==> src/rtl/axis_oled_text_sink_pkg.sv <==
// Shared constants, control codes and state encoding for the OLED text sink.
// The text frame is ROWS x COLS cells of 8-bit ASCII. Column 0 sits in the
// most significant byte of each row bus.
package oled_text_pkg;

  localparam int ROWS   = 4;
  localparam int COLS   = 16;
  localparam int CHAR_W = 8;
  localparam int ROW_W  = COLS * CHAR_W;
  localparam int ROW_AW = $clog2(ROWS);
  localparam int COL_AW = $clog2(COLS);
  localparam int BIT_AW = $clog2(ROW_W);

  localparam logic [CHAR_W-1:0] FILL_CHAR = 8'h20;
  localparam logic [CHAR_W-1:0] BAD_CHAR  = 8'h3F;

  localparam logic [CHAR_W-1:0] CH_BS = 8'h08;
  localparam logic [CHAR_W-1:0] CH_LF = 8'h0A;
  localparam logic [CHAR_W-1:0] CH_FF = 8'h0C;
  localparam logic [CHAR_W-1:0] CH_CR = 8'h0D;

  typedef enum logic [1:0] {
    CLEAR  = 2'd0,
    RUN    = 2'd1,
    COMMIT = 2'd2
  } state_t;

  // Printable ASCII range; space through tilde.
  function automatic logic is_printable(input logic [CHAR_W-1:0] b);
    return (b >= 8'h20) && (b <= 8'h7E);
  endfunction

  // True for the four bytes that steer the cursor instead of writing a cell.
  function automatic logic is_control(input logic [CHAR_W-1:0] b);
    return (b == CH_LF) || (b == CH_CR) || (b == CH_BS) || (b == CH_FF);
  endfunction

endpackage

==> src/rtl/axis_oled_text_sink.sv <==
// AXI4-Stream slave that assembles an ASCII byte stream into a ROWS x COLS
// text frame. Bytes are written into a shadow buffer; the beat carrying TLAST
// moves the FSM to COMMIT, which copies every shadow row to the output rows
// in a single edge so the display never sees a half-written frame.
module axis_oled_text_sink
  import oled_text_pkg::*;
(
  input  logic              clk,
  input  logic              rst,
  input  logic [CHAR_W-1:0] s_axis_tdata,
  input  logic              s_axis_tvalid,
  output logic              s_axis_tready,
  input  logic              s_axis_tlast,
  output logic [ROW_W-1:0]  str1,
  output logic [ROW_W-1:0]  str2,
  output logic [ROW_W-1:0]  str3,
  output logic [ROW_W-1:0]  str4,
  output logic              frame_done,
  output logic              overflow,
  output logic [ROW_AW-1:0] cursor_row,
  output logic [COL_AW-1:0] cursor_col
);

  localparam logic [ROW_AW-1:0] LAST_ROW = ROW_AW'(ROWS - 1);
  localparam logic [COL_AW-1:0] LAST_COL = COL_AW'(COLS - 1);
  localparam logic [ROW_W-1:0]  FILL_ROW = {COLS{FILL_CHAR}};

  state_t              state;
  logic [ROW_AW-1:0]   clr_row;
  logic                full;
  logic                ff_pend;
  logic                tready_r;

  logic [ROW_W-1:0]    shadow [ROWS];
  logic [ROW_W-1:0]    str_r  [ROWS];

  logic                hs;
  logic                put;
  logic                wr;
  logic [CHAR_W-1:0]   ch;
  logic [BIT_AW-1:0]   bit_lo;

  // Beat decode: which byte lands in the cell and where inside the row bus.
  // Column c occupies bits [(COLS-1-c)*8 +: 8]; with COLS a power of two that
  // offset is simply the inverted column index shifted by three.
  always_comb begin
    hs     = s_axis_tvalid && tready_r;
    ch     = is_printable(s_axis_tdata) ? s_axis_tdata : BAD_CHAR;
    put    = hs && !is_control(s_axis_tdata);
    wr     = put && !full;
    bit_lo = {~cursor_col, 3'b000};
  end

  // Control FSM: clear sweep, byte acceptance with cursor tracking, commit.
  always_ff @(posedge clk) begin
    if (rst) begin
      state      <= CLEAR;
      clr_row    <= '0;
      tready_r   <= 1'b0;
      cursor_row <= '0;
      cursor_col <= '0;
      full       <= 1'b0;
      ff_pend    <= 1'b0;
      frame_done <= 1'b0;
      overflow   <= 1'b0;
    end else begin
      frame_done <= 1'b0;
      overflow   <= 1'b0;
      unique case (state)
        CLEAR: begin
          cursor_row <= '0;
          cursor_col <= '0;
          full       <= 1'b0;
          ff_pend    <= 1'b0;
          if (clr_row == LAST_ROW) begin
            clr_row  <= '0;
            state    <= RUN;
            tready_r <= 1'b1;
          end else begin
            clr_row  <= clr_row + 1'b1;
          end
        end

        RUN: begin
          if (hs) begin
            unique case (s_axis_tdata)
              CH_LF: begin
                // Line feed on the last row has nowhere to go: the frame is full.
                if (cursor_row == LAST_ROW) begin
                  full <= 1'b1;
                end else begin
                  cursor_row <= cursor_row + 1'b1;
                  cursor_col <= '0;
                end
              end
              CH_CR: cursor_col <= '0;
              CH_BS: begin
                if (cursor_col != '0) cursor_col <= cursor_col - 1'b1;
              end
              CH_FF: begin
                cursor_row <= '0;
                cursor_col <= '0;
              end
              default: begin
                if (full) begin
                  overflow <= 1'b1;
                end else if (cursor_col == LAST_COL) begin
                  // Writing the very last cell leaves the cursor parked on it.
                  if (cursor_row == LAST_ROW) begin
                    full <= 1'b1;
                  end else begin
                    cursor_row <= cursor_row + 1'b1;
                    cursor_col <= '0;
                  end
                end else begin
                  cursor_col <= cursor_col + 1'b1;
                end
              end
            endcase

            // TLAST wins over form feed; a form feed on the last beat is
            // remembered so the commit publishes a blank frame.
            if (s_axis_tlast) begin
              state    <= COMMIT;
              tready_r <= 1'b0;
              ff_pend  <= (s_axis_tdata == CH_FF);
            end else if (s_axis_tdata == CH_FF) begin
              state    <= CLEAR;
              tready_r <= 1'b0;
            end
          end
        end

        COMMIT: begin
          frame_done <= 1'b1;
          state      <= CLEAR;
        end

        default: begin
          state    <= CLEAR;
          clr_row  <= '0;
          tready_r <= 1'b0;
        end
      endcase
    end
  end

  // Shadow buffer: one row blanked per CLEAR cycle, single-cell writes in RUN.
  always_ff @(posedge clk) begin
    if (rst) begin
      for (int r = 0; r < ROWS; r++) shadow[r] <= FILL_ROW;
    end else if (state == CLEAR) begin
      shadow[clr_row] <= FILL_ROW;
    end else if (wr) begin
      shadow[cursor_row][bit_lo +: CHAR_W] <= ch;
    end
  end

  // Output rows: updated only on the COMMIT edge, all rows together.
  always_ff @(posedge clk) begin
    if (rst) begin
      for (int r = 0; r < ROWS; r++) str_r[r] <= FILL_ROW;
    end else if (state == COMMIT) begin
      for (int r = 0; r < ROWS; r++) str_r[r] <= ff_pend ? FILL_ROW : shadow[r];
    end
  end

  assign s_axis_tready = tready_r;
  assign str1          = str_r[0];
  assign str2          = str_r[1];
  assign str3          = str_r[2];
  assign str4          = str_r[3];

endmodule

==> config.mk <==
export PLATFORM = sky130hd
export DESIGN_NAME = axis_oled_text_sink
export DESIGN_NICKNAME = d
export VERILOG_FILES = /design/src/rtl/axis_oled_text_sink_pkg.sv /design/src/rtl/axis_oled_text_sink.sv
export SDC_FILE = /design/constraint.sdc
export NUM_CORES = 1
export LEC_CHECK = 0
export BUFFER_PORTS_ARGS = -buffer_cell sky130_fd_sc_hd__buf_2
export CAP_MARGIN = 20
export CORE_MARGIN = 2
export CORE_UTILIZATION = 25
export CTS_CLUSTER_DIAMETER = 100
export DETAILED_ROUTE_END_ITERATION = 12
export SLEW_MARGIN = 0
export SYNTH_ARGS = -nofsm -noshare
export SYNTH_HDL_FRONTEND = slang
export SYNTH_SLANG_ARGS = --single-unit
==> constraint.sdc <==
create_clock -name clk -period 18.7 [get_ports clk]
set_input_delay 2.805 -clock clk [delete_from_list [all_inputs] [get_ports clk]]
set_output_delay 2.805 -clock clk [all_outputs]
set_load 0.02 [all_outputs]
==> summary.md, run 1 <==
The run gives 92.8 mm as the estimated wirelength of the detail-placed design. The top cell type by area accounts for 78.5% of the synthesized area. During synthesis, Yosys emitted a total of 0 warnings. 533 I/O pins were placed. At the pin with the least slew margin, the transition time is 1.54 ns. The tools report the endpoint required time on the critical path as 19.04 ns.

For this run, design rule violations remaining after detail routing come to 0. The iteration count of the initial detailed-routing pass came out at 6. Summed over all layers, the routed wires come to 131 mm. At the end of routability-driven placement, the weighted congestion stood at 0.798.

The clock edge transition at the registers on the reported setup and hold paths works out to 0.06 ns. The fraction of the yosys area taken by sequential cells is 79.2%, and the post-place setup slack is 12.25 ns. The worst path meets setup with 12.97 ns of slack. The run gives 3 as the number of buffers between clock root and the deepest sink. Yosys attributes the largest share of cell area to edfxtp_1, and2_1, nor2_1. The count of flip-flops with a built-in enable after synthesis is 1024, and the area growth from synthesis to layout is 22.9%. Setup repair after global routing left no endpoint under its margin. For this configuration, the core starts out at a cell density of 25.1%. The prevailing post-synth register cell is edfxtp_1. Counting distinct cell types in the post-synthesis netlist gives 72. Setup violations remaining at the end of the flow were counted as 0.

The count of cells resized by post-cts repair was 0. Timing would allow up to 175 MHz. The H-tree was split into 3 levels.

The peak fanout along the critical path was 42; the number of sinks handled by clock tree synthesis was 1039. Port buffering added 532 buffers. Across the routed clock network, the largest skew measured is 0.0365 ns. Data on the critical path arrives at its endpoint at 6.07 ns.

The worst setup path is of the in -> reg kind. The finished cells cover 48200 um2. The final reports fail on max-slew violations. In this run the power density over the cells is 115 nW/um2. The cell accounting for the most synthesized area is edfxtp_1.

On the worst path, the slowest cell contributes a delay of 0.80 ns. The most instantiated library cell after synthesis is edfxtp_1. The final global-route overflow total is 0, and the die width is 400 um. The pin count of the biggest net entering global routing was 187; the setup slack of the worst register-to-register path was 13.50 ns.

Summing every instance area after synthesis gives 39200 um2. The flow ran to the end, but the final reports show violations. The average cell area after synthesis is 15.1 um2, and the relative max-transition margin is -2.95%.

After synthesis the netlist holds a flip-flop and latch count of 1039. Leaving out filler cells and counting taps, the final layout contains 5337. The number of global-route vias before repair is 22.7k, and the clock insertion delay at the later pin of the skew report is 0.75 ns.

STA classifies the critical path endpoint as a flip-flop. For this design the static power due to leakage is 17.9 nW. The run gives 0 as the number of hold buffers added after cts. The antenna violation net count after detailed routing was 0. The share of final-layout standard cells stronger than drive strength 1 came out at 24.1%. Initial antenna violation count: 10.

The logs give 5132 for the number of placed instances, taps included and 0 ns for the final total negative setup slack. The signal on the critical path passes through buf_2 > and4bb_2 > o311ai_4 > a2111oi_2 > o22ai_4 > buf_4 > a21oi_1. Counting both buffers and inverters, the worst setup path holds a total of 2.

Once placement finished, the instance area stood at 44500 um2. The maximum resistive drop on vdd came out at 0.0865 mV. The largest individual stage delay along the critical path comes from the cell a21oi_1. The first global-routing pass estimated 176 mm of wire.

The count of pins over their slew limit was 51. Clock tree synthesis selected as its root buffer the cell clkbuf_16. The worst setup path is launched from an input pin. After technology mapping, the gate count stands at 2591. The period utilization was 30.6%. The floorplan step defined a die boundary enclosing 160000 um2.

The largest delay contributor family on the critical path is compound AO/OA/AOI/OAI gates. The worst path in the final design needs a cycle of 5.73 ns, including I/O delays and setup. The async set or reset register ratio after synthesis works out to 0%.

Counting the buffers created by CTS gives 108. Hold violation count in the final report: 0. By count the netlist is led by edfxtp_1, and2_1, nor2_1.

The total power was 5.53 mW. Detailed-route wire length per cell: 24.5 um. TritonCTS built the clock tree. The worst min-delay path category was reg -> reg.

The buffer count from post-CTS setup fixing is 0, and the number of max-capacitance violations reported is 0. The number of rows in the core area came out at 145. Measured on the finished design, the core utilization comes to 30.9%. In this run the standard cell core region covers 156000 um2. After the last flow step, the layout net total stands at 3205. The initial DRC count is 1773.

In the routed layout, each cell is associated on average with a via count of 4.30. The detailed-route via count is 23.0k, and the total routing resource utilization after global routing is 15.9%. In this run the vertical extent of the chip is 400 um. On the final layout, the worst hold slack is 0.488 ns.
[report_power, final]
| part | internal (mW) | leakage [nW] | switching [mW] |
|---|---|---|---|
| sequential | 2.82 | 10.3 | 0.0765 |
| combinational | 0.0669 | 5.81 | 0.356 |
| clock | 1.26 | 1.78 | 0.953 |
| total | 4.14 | 17.9 | 1.39 |
[layer usage]
layer | vias to the layer above | GRT usage, % | wire, um
met4 | 4 | 6.79 | 5230
li1 | 10300 | - | -
met3 | 197 | 4.20 | 9340
met1 | 11600 | 20.3 | 55000
met5 | - | 0 | 23
met2 | 817 | 25.5 | 61100
[placed cells by master (no fill, tap or decap), types with 51 or more instances in the layout]
cell type     n
edfxtp_1   1024
buf_2       532
and2_1      456
nor2_1      297
nand2_1     136
clkbuf_16   108
nor3_1       91
a21oi_1      70
nand2b_1     70
inv_1        65
conb_1       64
buf_4        51
[final timing paths]
kind,from,to,cells past startpoint
worst max-delay path,rst,shadow[0][121],7
worst min-delay path,shadow[0][70],str_r[0][70],1
worst max register to register,cursor_col[0],shadow[0][121],8
worst min register to register,shadow[0][70],str_r[0][70],1
[sequential cells by signal, summed over array words and instances, names as in the netlist, 2 cells and up]
| register | flops |
|---|---|
| clr_row | 2 |
| cursor_col | 4 |
| cursor_row | 2 |
| str_r | 512 |
| state | 2 |
| shadow | 512 |
[worst reg2reg max path, stage by stage, from the launching register on]
cell       delay (ns)
dfxtp_1          0.81
inv_1            0.21
ha_1             0.79
nor3b_1          0.28
and2_1           0.35
a2111oi_2        0.76
o22ai_4          0.38
buf_4            0.40
a21oi_1          0.83
[final cells by class]
type                       instances  area [um2]
antenna                            1        2.50
clock buffer                     126        2770
clock inverter                    77         887
fill                           15400      108000
inverter                          67         251
multi-input combinational       1384        7560
sequential                      1039       31000
tap                             2058        2570
timing repair buffer             585        3080
[cell families (layout without fill, tap and decap cells)]
kind of cell    count (synthesis)  after routing  synth area share, %
flops                        1039           1039                 79.2
xor+xnor                        1              1               0.0224
fa+ha+maj                       8              8                0.255
simple gates                 1144           1144                 15.3
other cells                     1             65              0.00957
buf+inv                       231            855                 2.31
compound gates                164            164                 2.82
mux                             3              3               0.0798
Power figures use the tool's default switching activity.
==> run 2: changes to the inputs <==
- clock period: 18.7 -> 4.75 ns (I/O delays scaled with it)
==> summary.md, run 2 (same netlist as run 1, synthesis figures left out) <==
The instance area after placement is 45000 um2 (+1.2%). The clock edge transition at the registers on the reported setup and hold paths came out at 0.06 ns (about the same). The critical path start-end classification is reg -> reg. Die outline area: 160000 um2 (unchanged).

Library cell used as clock root buffer: clkbuf_16. The cell leakage power came out at 18.2 nW (+1.6%). The period utilization is 90.3%, and the detailed-route wire length per cell is 24.2 um (-1.1%). Buffer count from post-CTS setup fixing: 0 (unchanged).

The worst reg-to-reg path cell count was 8 (unchanged); the final global-route overflow total was 0 (unchanged). The actual transition at the worst max-transition pin is 1.10 ns (-0.447 ns), and the routed wire length is 131 mm (-0.16%). Delay of the slowest critical-path stage: 0.79 ns (about the same). The peak fanout along the critical path works out to 62 (+48%). Area of the core region: 156000 um2 (unchanged). The run gives 4.65 ns (-1.42 ns) as the data arrival time of the worst path. The logs give 0.46 ns (-13.04 ns) for the setup slack of the worst register-to-register path and 0 (unchanged) for the count of cells resized by post-cts repair. The via count normalized by instance count was 4.31 (+0.18%); the final critical path time including I/O delays and setup was 4.29 ns.

Worst setup path startpoint: cursor_col[1]. The most frequent standard cell in the layout excluding fill and tap cells was edfxtp_1. The worst setup path is captured at a flip-flop.

The tools report the initial core utilization as 25.1% (unchanged). The tools report the total routing resource utilization after global routing as 15.9% (+0.043 points). The logs give 9.83 mm (+5.3%) for the total met3 wirelength after detailed routing and 0.812 (+1.8%) for the routability congestion estimate.

The number of setup violations in the final report is 0 (unchanged), and the final total negative setup slack is 0 ns (unchanged). For the iteration count of the initial detailed-routing pass, the log shows 8 (+2). The library cells used most frequently in the layout, excluding fill and tap cells, are edfxtp_1, buf_2, and2_1.

The endpoint identified for the worst register-to-register timing path is shadow[2][86]. The final net count was 3256 (+1.6%). Worst hold margin: 0.271 ns (-0.216 ns).

The count of fill cells added during filler insertion is 15.4k (+0.039%). The tools report the number of sinks handled by clock tree synthesis as 1039 (unchanged). The detailed-route via count came out at 23.2k (+1.2%).

The tools report the antenna violation net count after detailed routing as 0 (unchanged). The routed wire length on met2 came out at 63.1 mm (+3.2%). TritonCTS built the clock tree. The timing endpoint of the critical path is shadow[2][86].

The worst setup path is launched from a flip-flop. Routed signal wires occupy layers up through met5. The number of rows in the core area is 145 (unchanged), and the pin count of the biggest net entering global routing is 161 (-14%). The worst clock skew is 0.0549 ns (+0.0185 ns), and the count of input and output buffers is 532 (unchanged). The I/O pin count was 533 (unchanged). The run gives 0 (unchanged) as the hold violation count in the final report. The min-delay analysis places its worst path in the category in -> reg. The die width works out to 400 um (unchanged).

The cell area after layout was 48700 um2 (+1.2%). The endpoint required time on the critical path is 5.11 ns (-13.93 ns). Traced cell by cell, the critical path runs through inv_1 > ha_1 > nand4b_1 > a31o_2 > a2111oi_2 > o221ai_4 > buf_12 > a21oi_1. The estimated wirelength of the detail-placed design was 94.4 mm (+1.7%); the final core area utilization was 31.3% (+0.36 points).

The total power came out at 21.9 mW (+300%). In this run the critical register-to-register path is launched from cursor_col[1]. The relative max-transition margin is 26.7% (+30 points), and the total routed wire length on the met1 layer is 54.5 mm (-0.84%).

The number of global-route vias before repair was 23.2k (+1.9%); the share of final-layout standard cells stronger than drive strength 1 was 24.8% (+0.76 points). For the initial DRC count, the log shows 1954 (+10%). The number of max-capacitance violations reported was 0 (unchanged). In the final layout, the registers with the most flip-flops are shadow: 512 flops, str_r: 512 flops, cursor_col: 4 flops.

The tools report the number of H-tree levels as 3 (unchanged). The final worst-path setup slack was 0.459 ns (-12.51 ns); the count of pins over their slew limit was 0 (-100%). The clock insertion delay at the later pin of the skew report is 0.76 ns (about the same). The die boundary height is 400 um (unchanged), and the number of placed instances, taps included is 5180 (+0.94%). Area growth from synthesis to layout: 24.4%.

The logs give 5390 (+0.99%) for the final cell count without fillers and 3 (unchanged) for the number of buffers between clock root and the deepest sink. Derived from the worst setup path, the maximum achievable clock frequency is 233 MHz. The number of hold buffers added after cts came out at 0 (unchanged).

The post-place setup slack was 0.583 ns (-11.67 ns). The global-route wire length before repair was 178 mm (+1.1%); the cell area power density was 450 nW/um2 (+290%). The remaining design rule violation count was 0 (unchanged); the number of clock buffers inserted by TritonCTS was 110 (+1.9%). The maximum resistive drop on vdd is 0.307 mV (+260%). The slowest stage of the critical path belongs to the cell a2111oi_2. Setup repair after global routing left no endpoint under its margin. The run finished with clean final reports. The tools report the initial antenna violation count as 14 (+4).
## run 2: changes by cell type in the layout (fill, tap and decap cells not counted), sizes merged
cell,before,now
bufinv,13,11
buf,585,634
inv,76,71
clkinvlp,5,4
clkinv,50,58
clkbuf,126,130
## run 2: how the worst min path moves through the flow
stage	start	end	slack, ns	cells past startpoint
CTS	s_axis_tlast	ff_pend	0.21	3
global route	s_axis_tlast	ff_pend	0.27	3
floorplan	ff_pend	ff_pend	0.45	2
detailed placement	shadow[3][69]	str_r[3][69]	0.48	1
global placement	shadow[3][29]	str_r[3][29]	0.48	1
finish	s_axis_tlast	ff_pend	0.27	3
## run 2: final cells by class
class / instances / area [um2] / share of cell area (%)
Antenna cell: 1 / 2.50 / 0.00513
Inverter: 67 / 251 / 0.516
Tap cell: 2058 / 2570 / 5.28
Timing Repair Buffer: 634 / 3640 / 7.48
Clock buffer: 130 / 2850 / 5.85
Multi-Input combinational cell: 1384 / 7560 / 15.5
Sequential cell: 1039 / 31000 / 63.7
Clock inverter: 77 / 806 / 1.65
## run 2: metal layers
| metal | vias up | GRT usage [%] |
|---|---|---|
| met5 | - | 0 |
| met4 | 2 | 4.54 |
| met3 | 177 | 4.36 |
| met2 | 828 | 26.3 |
| met1 | 11800 | 20.5 |
| li1 | 10400 | - |
## run 2: worst max-delay path: cells and delay by family, from the launching register on
| family | cells | cell delay [ns] |
|---|---|---|
| adders and majority gates | 1 | 0.39 |
| AOI/OAI and AO/OA | 4 | 2.16 |
| DFF | 1 | 0.61 |
| buffers and inverters | 2 | 0.43 |
| and+or+nand+nor | 1 | 0.22 |
## run 2: power breakdown
part	leakage (nW)	internal (mW)	switching, mW
clock	1.76	4.92	3.74
combinational	6.12	0.389	1.47
sequential	10.3	11.1	0.309
